$ cat src/rtl/i2s_rx_master_if.sv
// i2s_rx_master_if: microphone pins plus the sample valid/ready stream of the I2S receiver.
// The master modport is the receiver side; the slave modport is the mic/consumer side.
interface i2s_rx_master_if #(
    parameter int unsigned DATA_W = 24
) ();
    logic              sck_o;
    logic              ws_o;
    logic              sd_i;
    logic [DATA_W-1:0] sample_o;
    logic              sample_right_o;
    logic              sample_valid_o;
    logic              sample_ready_i;
    logic              overrun_o;

    modport master (
        output sck_o,
        output ws_o,
        input  sd_i,
        output sample_o,
        output sample_right_o,
        output sample_valid_o,
        input  sample_ready_i,
        output overrun_o
    );

    modport slave (
        input  sck_o,
        input  ws_o,
        output sd_i,
        input  sample_o,
        input  sample_right_o,
        input  sample_valid_o,
        output sample_ready_i,
        input  overrun_o
    );
endinterface

$ cat src/rtl/i2s_rx_master.sv
// i2s_rx_master: I2S master receiver. Generates SCK (clk_in/2) and WS from a 7-bit frame
// counter, deserialises sd_i MSB-first from slots 1..DATA_W of each half-frame and presents
// the word on a valid/ready output register with a sticky overrun flag.
// Optional macro I2S_RX_STEREO_EN: emit right words too (default: left words only).
module i2s_rx_master #(
    parameter int unsigned DATA_W = 24
) (
    input  logic            clk_in,
    input  logic            reset,
    i2s_rx_master_if.master bus
);
    localparam logic [4:0] LastSlot = 5'(DATA_W);

    logic [6:0]        r_cnt;
    logic [6:0]        w_cnt_nxt;
    logic              r_sck;
    logic              r_ws;
    // Only DATA_W-1 bits are stored; the last bit comes straight from sd_i at completion.
    logic [DATA_W-2:0] r_shift;
    logic [DATA_W-1:0] w_word;
    logic [DATA_W-1:0] r_sample;
    logic              r_valid;
    logic              r_overrun;
    logic [4:0]        w_slot;
    logic              w_capture;
    logic              w_done;
    logic              w_offer;
    logic              w_free;
    logic              w_xfer;

    // Slot decode, capture/completion strobes and output-register handshake terms
    always_comb begin
        w_cnt_nxt = r_cnt + 7'd1;
        w_slot    = r_cnt[5:1];
        w_capture = r_cnt[0] && (w_slot != 5'd0) && (w_slot <= LastSlot);
        w_done    = r_cnt[0] && (w_slot == LastSlot);
        w_word    = {r_shift, bus.sd_i};
        w_free    = !r_valid || bus.sample_ready_i;
        w_xfer    = r_valid && bus.sample_ready_i;
    end

`ifdef I2S_RX_STEREO_EN
    logic r_right;

    assign w_offer = w_done;

    // Channel tag follows the half-frame in which the word completed
    always_ff @(posedge clk_in or posedge reset) begin
        if (reset) begin
            r_right <= 1'b0;
        end else if (w_offer && w_free) begin
            r_right <= r_cnt[6];
        end
    end

    assign bus.sample_right_o = r_right;
`else
    // Right half-frames are still clocked and shifted but never offered
    assign w_offer            = w_done && !r_cnt[6];
    assign bus.sample_right_o = 1'b0;
`endif

    // Frame counter; SCK and WS registered from the next count so they equal cnt[0]/cnt[6]
    always_ff @(posedge clk_in or posedge reset) begin
        if (reset) begin
            r_cnt <= 7'd0;
            r_sck <= 1'b0;
            r_ws  <= 1'b0;
        end else begin
            r_cnt <= w_cnt_nxt;
            r_sck <= w_cnt_nxt[0];
            r_ws  <= w_cnt_nxt[6];
        end
    end

    // Shift sd_i in MSB-first during the data slots
    always_ff @(posedge clk_in or posedge reset) begin
        if (reset) begin
            r_shift <= '0;
        end else if (w_capture) begin
            r_shift <= w_word[DATA_W-2:0];
        end
    end

    // Output register: load when free, otherwise drop the new word and flag overrun
    always_ff @(posedge clk_in or posedge reset) begin
        if (reset) begin
            r_sample  <= '0;
            r_valid   <= 1'b0;
            r_overrun <= 1'b0;
        end else begin
            if (w_offer && w_free) begin
                r_sample <= w_word;
                r_valid  <= 1'b1;
            end else if (w_xfer) begin
                r_valid <= 1'b0;
            end
            if (w_offer && !w_free) begin
                r_overrun <= 1'b1;
            end
        end
    end

    assign bus.sck_o          = r_sck;
    assign bus.ws_o           = r_ws;
    assign bus.sample_o       = r_sample;
    assign bus.sample_valid_o = r_valid;
    assign bus.overrun_o      = r_overrun;

endmodule

$ cat src/flat_wrapper.sv
// flat-port wrapper written by rule: the top's interface ports become plain ports
module i2s_rx_master_flat 
#(
    parameter int unsigned DATA_W = 24
)
  (clk_in, reset, bus_sck_o, bus_ws_o, bus_sd_i, bus_sample_o, bus_sample_right_o, bus_sample_valid_o, bus_sample_ready_i, bus_overrun_o);
  i2s_rx_master_if #(.DATA_W(DATA_W)) bus_i ();
  input  logic clk_in;
  input  logic reset;
  output wire logic [$bits(bus_i.sck_o)-1:0] bus_sck_o;
  output wire logic [$bits(bus_i.ws_o)-1:0] bus_ws_o;
  input wire logic [$bits(bus_i.sd_i)-1:0] bus_sd_i;
  output wire logic [$bits(bus_i.sample_o)-1:0] bus_sample_o;
  output wire logic [$bits(bus_i.sample_right_o)-1:0] bus_sample_right_o;
  output wire logic [$bits(bus_i.sample_valid_o)-1:0] bus_sample_valid_o;
  input wire logic [$bits(bus_i.sample_ready_i)-1:0] bus_sample_ready_i;
  output wire logic [$bits(bus_i.overrun_o)-1:0] bus_overrun_o;
  assign bus_sck_o = bus_i.sck_o;
  assign bus_ws_o = bus_i.ws_o;
  assign bus_i.sd_i = bus_sd_i;
  assign bus_sample_o = bus_i.sample_o;
  assign bus_sample_right_o = bus_i.sample_right_o;
  assign bus_sample_valid_o = bus_i.sample_valid_o;
  assign bus_i.sample_ready_i = bus_sample_ready_i;
  assign bus_overrun_o = bus_i.overrun_o;
  i2s_rx_master #(.DATA_W(DATA_W)) u_core (.clk_in(clk_in), .reset(reset), .bus(bus_i));
endmodule
$ cat config.mk
export PLATFORM = sky130hd
export DESIGN_NAME = i2s_rx_master_flat
export DESIGN_NICKNAME = d
export VERILOG_FILES = /design/src/rtl/i2s_rx_master_if.sv /design/src/rtl/i2s_rx_master.sv /design/src/flat_wrapper.sv
export SDC_FILE = /design/constraint.sdc
export NUM_CORES = 1
export LEC_CHECK = 0
export ABC_AREA = 1
export ABC_CLOCK_PERIOD_IN_PS = 5400
export BUFFER_PORTS_ARGS = -buffer_cell sky130_fd_sc_hd__buf_2
export CAP_MARGIN = 15
export CORE_ASPECT_RATIO = 1.5
export CORE_MARGIN = 3
export CORE_UTILIZATION = 60
export DETAILED_ROUTE_END_ITERATION = 16
export GPL_ROUTABILITY_DRIVEN = 1
export GPL_TIMING_DRIVEN = 1
export PLACE_DENSITY = 0.91
export SYNTH_ARGS = -nofsm -noshare
export SYNTH_HDL_FRONTEND = slang
export SYNTH_SLANG_ARGS = --single-unit
$ cat constraint.sdc
create_clock -name clk_in -period 5.4 [get_ports clk_in]
set_clock_uncertainty 0.15 [all_clocks]
set_input_delay 1.08 -clock clk_in [delete_from_list [all_inputs] [get_ports clk_in]]
set_output_delay 1.08 -clock clk_in [all_outputs]
set_load 0.1 [all_outputs]
# ---- Word level (Yosys, flattened, before mapping)
# Index checks and enable logic that the tools add are counted.
dict set report totals {
  memories 0
  latchBits 0
  wordCells 25
  ramBits 0
  romBits 0
  register_bits 58
  in_bits 4
  output_inout_bits 29
}
dict set report op_classes {
  bitwise_logic 0
  n_reduce_logical 13
  muxes 2
  addsub 1
  multipliers 0
  div_mod_pow 0
  order_cmp 1
  n_eq_ne 1
  n_shift 0
}
# op count
set op_table {}
lappend op_table {{7-bit by 1-bit adder with 7-bit output (second input constant)} 1}
lappend op_table {{1-bit logical AND} 7}
lappend op_table {{5-bit equality test (second input constant)} 1}
lappend op_table {{5-bit <= comparator (second input constant)} 1}
lappend op_table {{5-bit nonzero test} 1}
lappend op_table {{1-bit logical NOT} 3}
lappend op_table {{1-bit two-way mux} 2}
lappend op_table {{2-bit nonzero test} 1}
lappend op_table {{1-bit logical OR} 1}

# ---- Depth between registers and ports, before layout
# Gate-level depths: netlist (run 1).
dict set report depth {
  ltp_word 5
  ltp_mapped 8
  mapped_depth_nobuf 6
}

# ---- Worst setup path before layout (run 1)
# No wires, ideal clock.
dict set report synth_path {
  kind {reg-to-output}
  from {reg, netlist name u_core.r_cnt[6]}
  to {out bus_ws_o}
  path_stages_with_launch 1
  required_time_ps 4170
  n_path_buf 0
  t_arrival_ps 925
  slack_ps 3245
  path_cell_list {dfrtp_1}
}
# item line
set synth_lines {}
lappend synth_lines {{end, declared} flat_wrapper.sv:11} ;# output wire logic [$bits(bus_i.ws_o)-1:0] bus_ws_o;

==> run_results.csv, run 1 <==
group,metric,value,unit
grt,grt_pass1_vias,1624,
pwr,power_frac_comb,0.046,
worst_hold_path,hold_path_class,"reg -> reg",
synthesis,synth_fp_nets,251,
routing,drt-initial-drc-count,32,
pwr,powerDensity,277,nW/um^2
cts,tritoncts,"built",
placed_design,dp_hpwl,2690,microns
floorplan,start_util,0.631,
sta,period_minus_slack,3.03,ns
placed_design,dpl_cell_area,2430,sq um
critical_path,crit_path_max_incr_delay,0.93,ns
critical_path,cp_cell_sequence,"buf_2",
cells_and_area,final_cell_mix,"nand2_1, dfrtp_1, inv_1, buf_2, nand4_1",
pwr,sw_frac_of_total,0.213,
critical_path,worstSetupStartpointType,"flip-flop",
cts,clock_tree.root_cell,"clkbuf_8",
sta,hold_viol,0,
cells_and_area,final_area,2550,sq um
worst_hold_path,min_to,"u_core.bus.overrun_o",
critical_path,path_buf_inv,1,
cts,holdBufCountCts,0,
routing,vias,1659,
floorplan,core-area,3680,sq um
synthesis,seq_area_frac_synth,0.603,
cells_and_area,antenna_cells,0,
pwr,irDropWorstVdd,0.247,mV
sta,worstMarginPinSlew,0.924,ns
sta,tns,0,ns
floorplan,rows,27,
routing,vias_per_cell,5.30,
sta,rsz0062_at_grt,"false",
cells_and_area,layout-drive-gt1-share,0.181,
sta,maxSlewHeadroom,0.382,
cts,clk_path_buf_depth,2,
synthesis,synth_top_cell_area_share,0.603,
cells_and_area,nets,275,
sta,setup_violations,0,
cts,cts_buffers,5,
floorplan,die_h,82.2,microns
floorplan,die_area,4670,sq um
job,maxCapViolCount,0,
routing,ant_nets,0,
critical_path,slowest_stage,"dfrtp_1",
cts,clkSinkCount,56,
synthesis,synth_cell_types,21,
run_status,run_status,"complete, no violations",
grt,grtUsageTotal,0.205,
grt,grt_overflow,0,
critical_path,critPathKind,"reg -> out",
placed_design,port_buffers,31,
routing,wire_per_inst,13.3,microns
routing,drc,0,
critical_path,end_kind,"output pin",
floorplan,io_pins,33,
pwr,clkPwrFrac,0.336,
pwr,p_leak,1.45,nW
cts,path_clk_slew,0.08,ns
worst_hold_path,holdPathStages,1,
critical_path,worst_r2r_startpoint,"u_core.r_cnt[0]",
synthesis,syn_area_per_cell,9.44,sq um
synthesis,syn_inst,246,
critical_path,r2r_end,"u_core.bus.sample_o[7]",
cts,cts_resized,0,
grt,antenna_found_initial,0,
critical_path,critical_path_arrival,1.80,ns
worst_hold_path,min_from,"u_core.bus.overrun_o",
grt,grt_first_pass_wirelength,7380,microns
pwr,netSwitchingPower,0.151,mW
floorplan,die_x,56.8,microns
sta,period_share,0.562,
cells_and_area,instances_no_fill,313,
routing,first_pass_iters,4,
synthesis,syn-cell-area,2320,sq um
cells_and_area,area_delta_synth_final,9.70,%
placed_design,place_inst,305,
critical_path,ff2ff_path_depth,4,
grt,grt_max_degree,57,
critical_path,crit_family,"flip-flops",
pwr,seqPwrFrac,0.618,
sta,slew_viol_final,0,
synthesis,ys_seq_elements,56,
cts,post-cts-setup-buffers,0,
cells_and_area,mostFrequentLayoutCell,"nand2_1",
synthesis,yosys-top-cells-area,"dfrtp_1, nand2_1, nand4_1, inv_1, o21ai_1",
pwr,power.internal,0.555,mW
placed_design,gp_congestion,0.770,
cts,ctsHtreeMaxLevel,2,
critical_path,crit_fanout,29,
critical_path,cp.required,4.17,ns
sta,max_freq,330,MHz
cts,clkLatencyLatePin,0.31,ns
routing,wl,4150,microns
synthesis,yosysWarnings,0,
critical_path,r2r_slack,2.78,ns
synthesis,synth_top_area_cell,"dfrtp_1",
[final cells by class]
type | count | area [sq um]
Tap cell | 43 | 53.8
Multi-Input combinational cell | 143 | 701
Sequential cell | 56 | 1400
Clock buffer | 7 | 96.3
Fill cell | 298 | 1130
Timing Repair Buffer | 32 | 175
Inverter | 32 | 120
[synthesized netlist by cell type]
| cell | number |
|---|---|
| nand2_1 | 77 |
| dfrtp_1 | 56 |
| inv_1 | 32 |
| nand4_1 | 23 |
| o21ai_1 | 16 |
| buf_2 | 5 |
| buf_4 | 4 |
| o21ai_0 | 4 |
| o21ai_2 | 4 |
| xor2_1 | 4 |
| buf_6 | 3 |
| clkbuf_1 | 3 |
| nand3_1 | 3 |
| nor2_1 | 3 |
| nand3_2 | 2 |
| nor2_2 | 2 |
| conb_1 | 1 |
| ha_1 | 1 |
| nand2_2 | 1 |
| o21bai_1 | 1 |
| xnor2_1 | 1 |
[power groups by stage]
stage	Clock (mW)	Combinational (mW)	Sequential [mW]
after global routing	0.259	0.0383	0.438
after global placement	0	0.0298	0.444
final	0.237	0.0325	0.436
after floorplan	0	0.0262	0.442
after detailed placement	0	0.0316	0.444
after CTS	0.242	0.0317	0.436
[flip-flops by register name, indices dropped and copies added, names as in the netlist]
| register | cells |
|---|---|
| u_core.r_shift | 23 |
| u_core.r_cnt | 7 |
| u_core.bus.sample_o | 24 |
| u_core.bus.sample_valid_o | 1 |
| u_core.bus.overrun_o | 1 |
[logic make-up (layout without fill, tap and decap cells)]
family / count (synthesis) / in the layout / synth area share
AND/OR/NAND/NOR: 111 / 111 / 0.214
flip-flops: 56 / 56 / 0.603
buffers and inverters: 47 / 71 / 0.0948
AO/OA/AOI/OAI: 25 / 25 / 0.0614
XOR/XNOR: 5 / 5 / 0.0189
adder cells (fa/ha/maj): 1 / 1 / 0.00539
other: 1 / 1 / 0.00161
[stage by stage]
step,hold slack (ns),utilization,power (mW),setup WS [ns]
6_report,0.326,0.692,0.706,2.37
5_1_grt,0.369,0.692,0.736,2.25
2_1_floorplan,0.292,-,0.468,2.80
3_5_place_dp,0.307,0.660,0.476,2.71
4_1_cts,0.331,0.686,0.710,2.37
3_3_place_gp,0.305,0.660,0.474,2.73
[worst max path at each step]
stage                                   from                     end  slack (ns)  cells after the start
after floorplan                        reset    u_core.bus.overrun_o        2.80                      1
after global placement       u_core.r_cnt[0]               bus_sck_o        2.73                      1
after detailed placement  bus_sample_ready_i  u_core.bus.sample_o[7]        2.71                      5
after CTS                    u_core.r_cnt[0]               bus_sck_o        2.37                      1
after global routing         u_core.r_cnt[0]               bus_sck_o        2.25                      1
final                        u_core.r_cnt[0]               bus_sck_o        2.37                      1
[metal layers]
layer	GRT usage	wire [microns]	share of wire
met5	0	0	0
met4	0.0998	82	0.020
met3	0.0435	172	0.041
met2	0.344	2200	0.53
met1	0.254	1700	0.41
Power figures use the tool's default switching activity.
==> run 2: changes to the inputs <==
- ABC_CLOCK_PERIOD_IN_PS: 5400 -> 2500
- CORE_UTILIZATION: 60 -> 50
- PLACE_DENSITY: 0.91 -> 0.82
- clock period: 5.4 -> 2.5 ns (I/O delays scaled with it)
==> run 2 against run 1 <==
  * Sequential power increased by 120%
  * Total power up 120%
  * Register-to-register slack worse by 2.0 ns
  * Routed wire length fell by 5.8%
  * Design area grew 1.6%
  * Final cell count rose by 2.9%
  * Die area up 18%
  * Via count is 1.3% lower
  * Core utilization decreased by 9.8 points
  * Critical endpoint unchanged
  * Largest cell class unchanged
==> run_results.csv, run 2 (synthesis gave the netlist of run 1 again) <==
group,metric,value,unit
placed_design,gp_congestion,0.764,
critical_path,cp.required,1.85,ns
cells_and_area,instances_no_fill,322,
cts,post-cts-setup-buffers,0,
pwr,p_leak,1.47,nW
floorplan,die_x,61.6,microns
grt,antenna_found_initial,0,
floorplan,io_pins,33,
cts,cts_buffers,5,
sta,setup_violations,0,
grt,grt_overflow,0,
floorplan,die_area,5520,sq um
sta,rsz0062_at_grt,"false",
sta,hold_viol,0,
cells_and_area,antenna_cells,0,
cells_and_area,area_delta_synth_final,11.4,%
sta,max_freq,472,MHz
job,maxCapViolCount,0,
routing,wl,3910,microns
critical_path,crit_family,"flip-flops",
sta,slew_viol_final,0,
cts,tritoncts,"built",
floorplan,core-area,4350,sq um
routing,vias_per_cell,5.08,
routing,drc,0,
cells_and_area,mostFrequentLayoutCell,"nand2_1",
worst_hold_path,hold_path_class,"in -> async",
cells_and_area,layout-drive-gt1-share,0.196,
sta,period_minus_slack,2.12,ns
cts,clkLatencyLatePin,0.31,ns
critical_path,worstSetupStartpointType,"flip-flop",
critical_path,slowest_stage,"dfrtp_1",
cts,ctsHtreeMaxLevel,2,
sta,setup_ws,0.382,ns
critical_path,path_buf_inv,1,
grt,grtUsageTotal,0.167,
placed_design,dp_hpwl,2700,microns
routing,first_pass_iters,4,
critical_path,crit_fanout,15,
floorplan,start_util,0.533,
critical_path,critPathKind,"reg -> out",
sta,worstMarginPinSlew,0.546,ns
cts,path_clk_slew,0.10,ns
placed_design,port_buffers,31,
sta,period_share,0.847,
sta,maxSlewHeadroom,0.635,
grt,grt_max_degree,49,
placed_design,place_inst,314,
cts,holdBufCountCts,0,
pwr,irDropWorstVdd,0.344,mV
cts,cts_resized,0,
grt,grt_pass1_vias,1608,
cells_and_area,final_cell_mix,"nand2_1, dfrtp_1, inv_1, buf_2, nand4_1",
routing,wire_per_inst,12.2,microns
routing,drt-initial-drc-count,61,
cts,clock_tree.root_cell,"clkbuf_8",
cts,clkSinkCount,56,
run_status,run_status,"complete, no violations",
sta,tns,0,ns
critical_path,cp_cell_sequence,"buf_2",
floorplan,die_h,89.5,microns
cells_and_area,nets,280,
routing,vias,1637,
critical_path,critical_path_arrival,1.47,ns
pwr,powerDensity,613,nW/um^2
pwr,fin_total_pwr,1.59,mW
routing,ant_nets,0,
critical_path,end_kind,"output pin",
grt,grt_first_pass_wirelength,6930,microns
critical_path,crit_path_max_incr_delay,0.65,ns
cts,clk_path_buf_depth,2,
cells_and_area,largest_register_ffs,24,
placed_design,place_ws,0.727,ns
floorplan,rows,29,
==> run 2: through the flow <==
step                hold WS [ns]   util  instance area, sq um
floorplan                  0.292      -                  2320
global placement           0.307  0.570                  2480
detailed placement         0.310  0.570                  2480
CTS                       0.0874  0.594                  2590
global route               0.119  0.594                  2590
finish                    0.0740  0.594                  2590
==> run 2: worst paths after layout <==
path / startpoint / endpoint / slack (ns) / depth (start not counted)
setup / recovery: u_core.r_cnt[0] / bus_sck_o / 0.38 / 1
hold / removal: reset / u_core.bus.sample_valid_o / 0.07 / 2
setup reg to reg: u_core.r_cnt[0] / u_core.bus.sample_o[8] / 0.79 / 6
hold reg to reg: u_core.bus.overrun_o / u_core.bus.overrun_o / 0.33 / 1
max in group asynchronous: reset / u_core.r_shift[6] / 1.51 / 3
min in group clk_in: bus_sd_i / u_core.bus.sample_o[0] / 0.29 / 3
==> run 2: area by class of cell <==
type                            count  area [sq um]
Clock inverter                      2          35.0
Fill cell                         382          1770
Sequential cell                    56          1400
Multi-Input combinational cell    143           701
Clock buffer                        6          72.6
Timing Repair Buffer               37           200
Inverter                           32           120
Tap cell                           46          57.6
==> run 2: per-layer routing <==
metal | global-route usage | vias to the layer above | share of wire
met5 | 0 | - | 0
met4 | 0.0695 | 0 | 0.019
met3 | 0.0361 | 6 | 0.033
met2 | 0.275 | 28 | 0.51
met1 | 0.210 | 769 | 0.44
li1 | - | 834 | -
==> run 2: where the power goes <==
group          internal, mW  switching (mW)
combinational        0.0251          0.0432
clock                 0.297           0.277
sequential            0.926          0.0160
total                  1.25           0.336
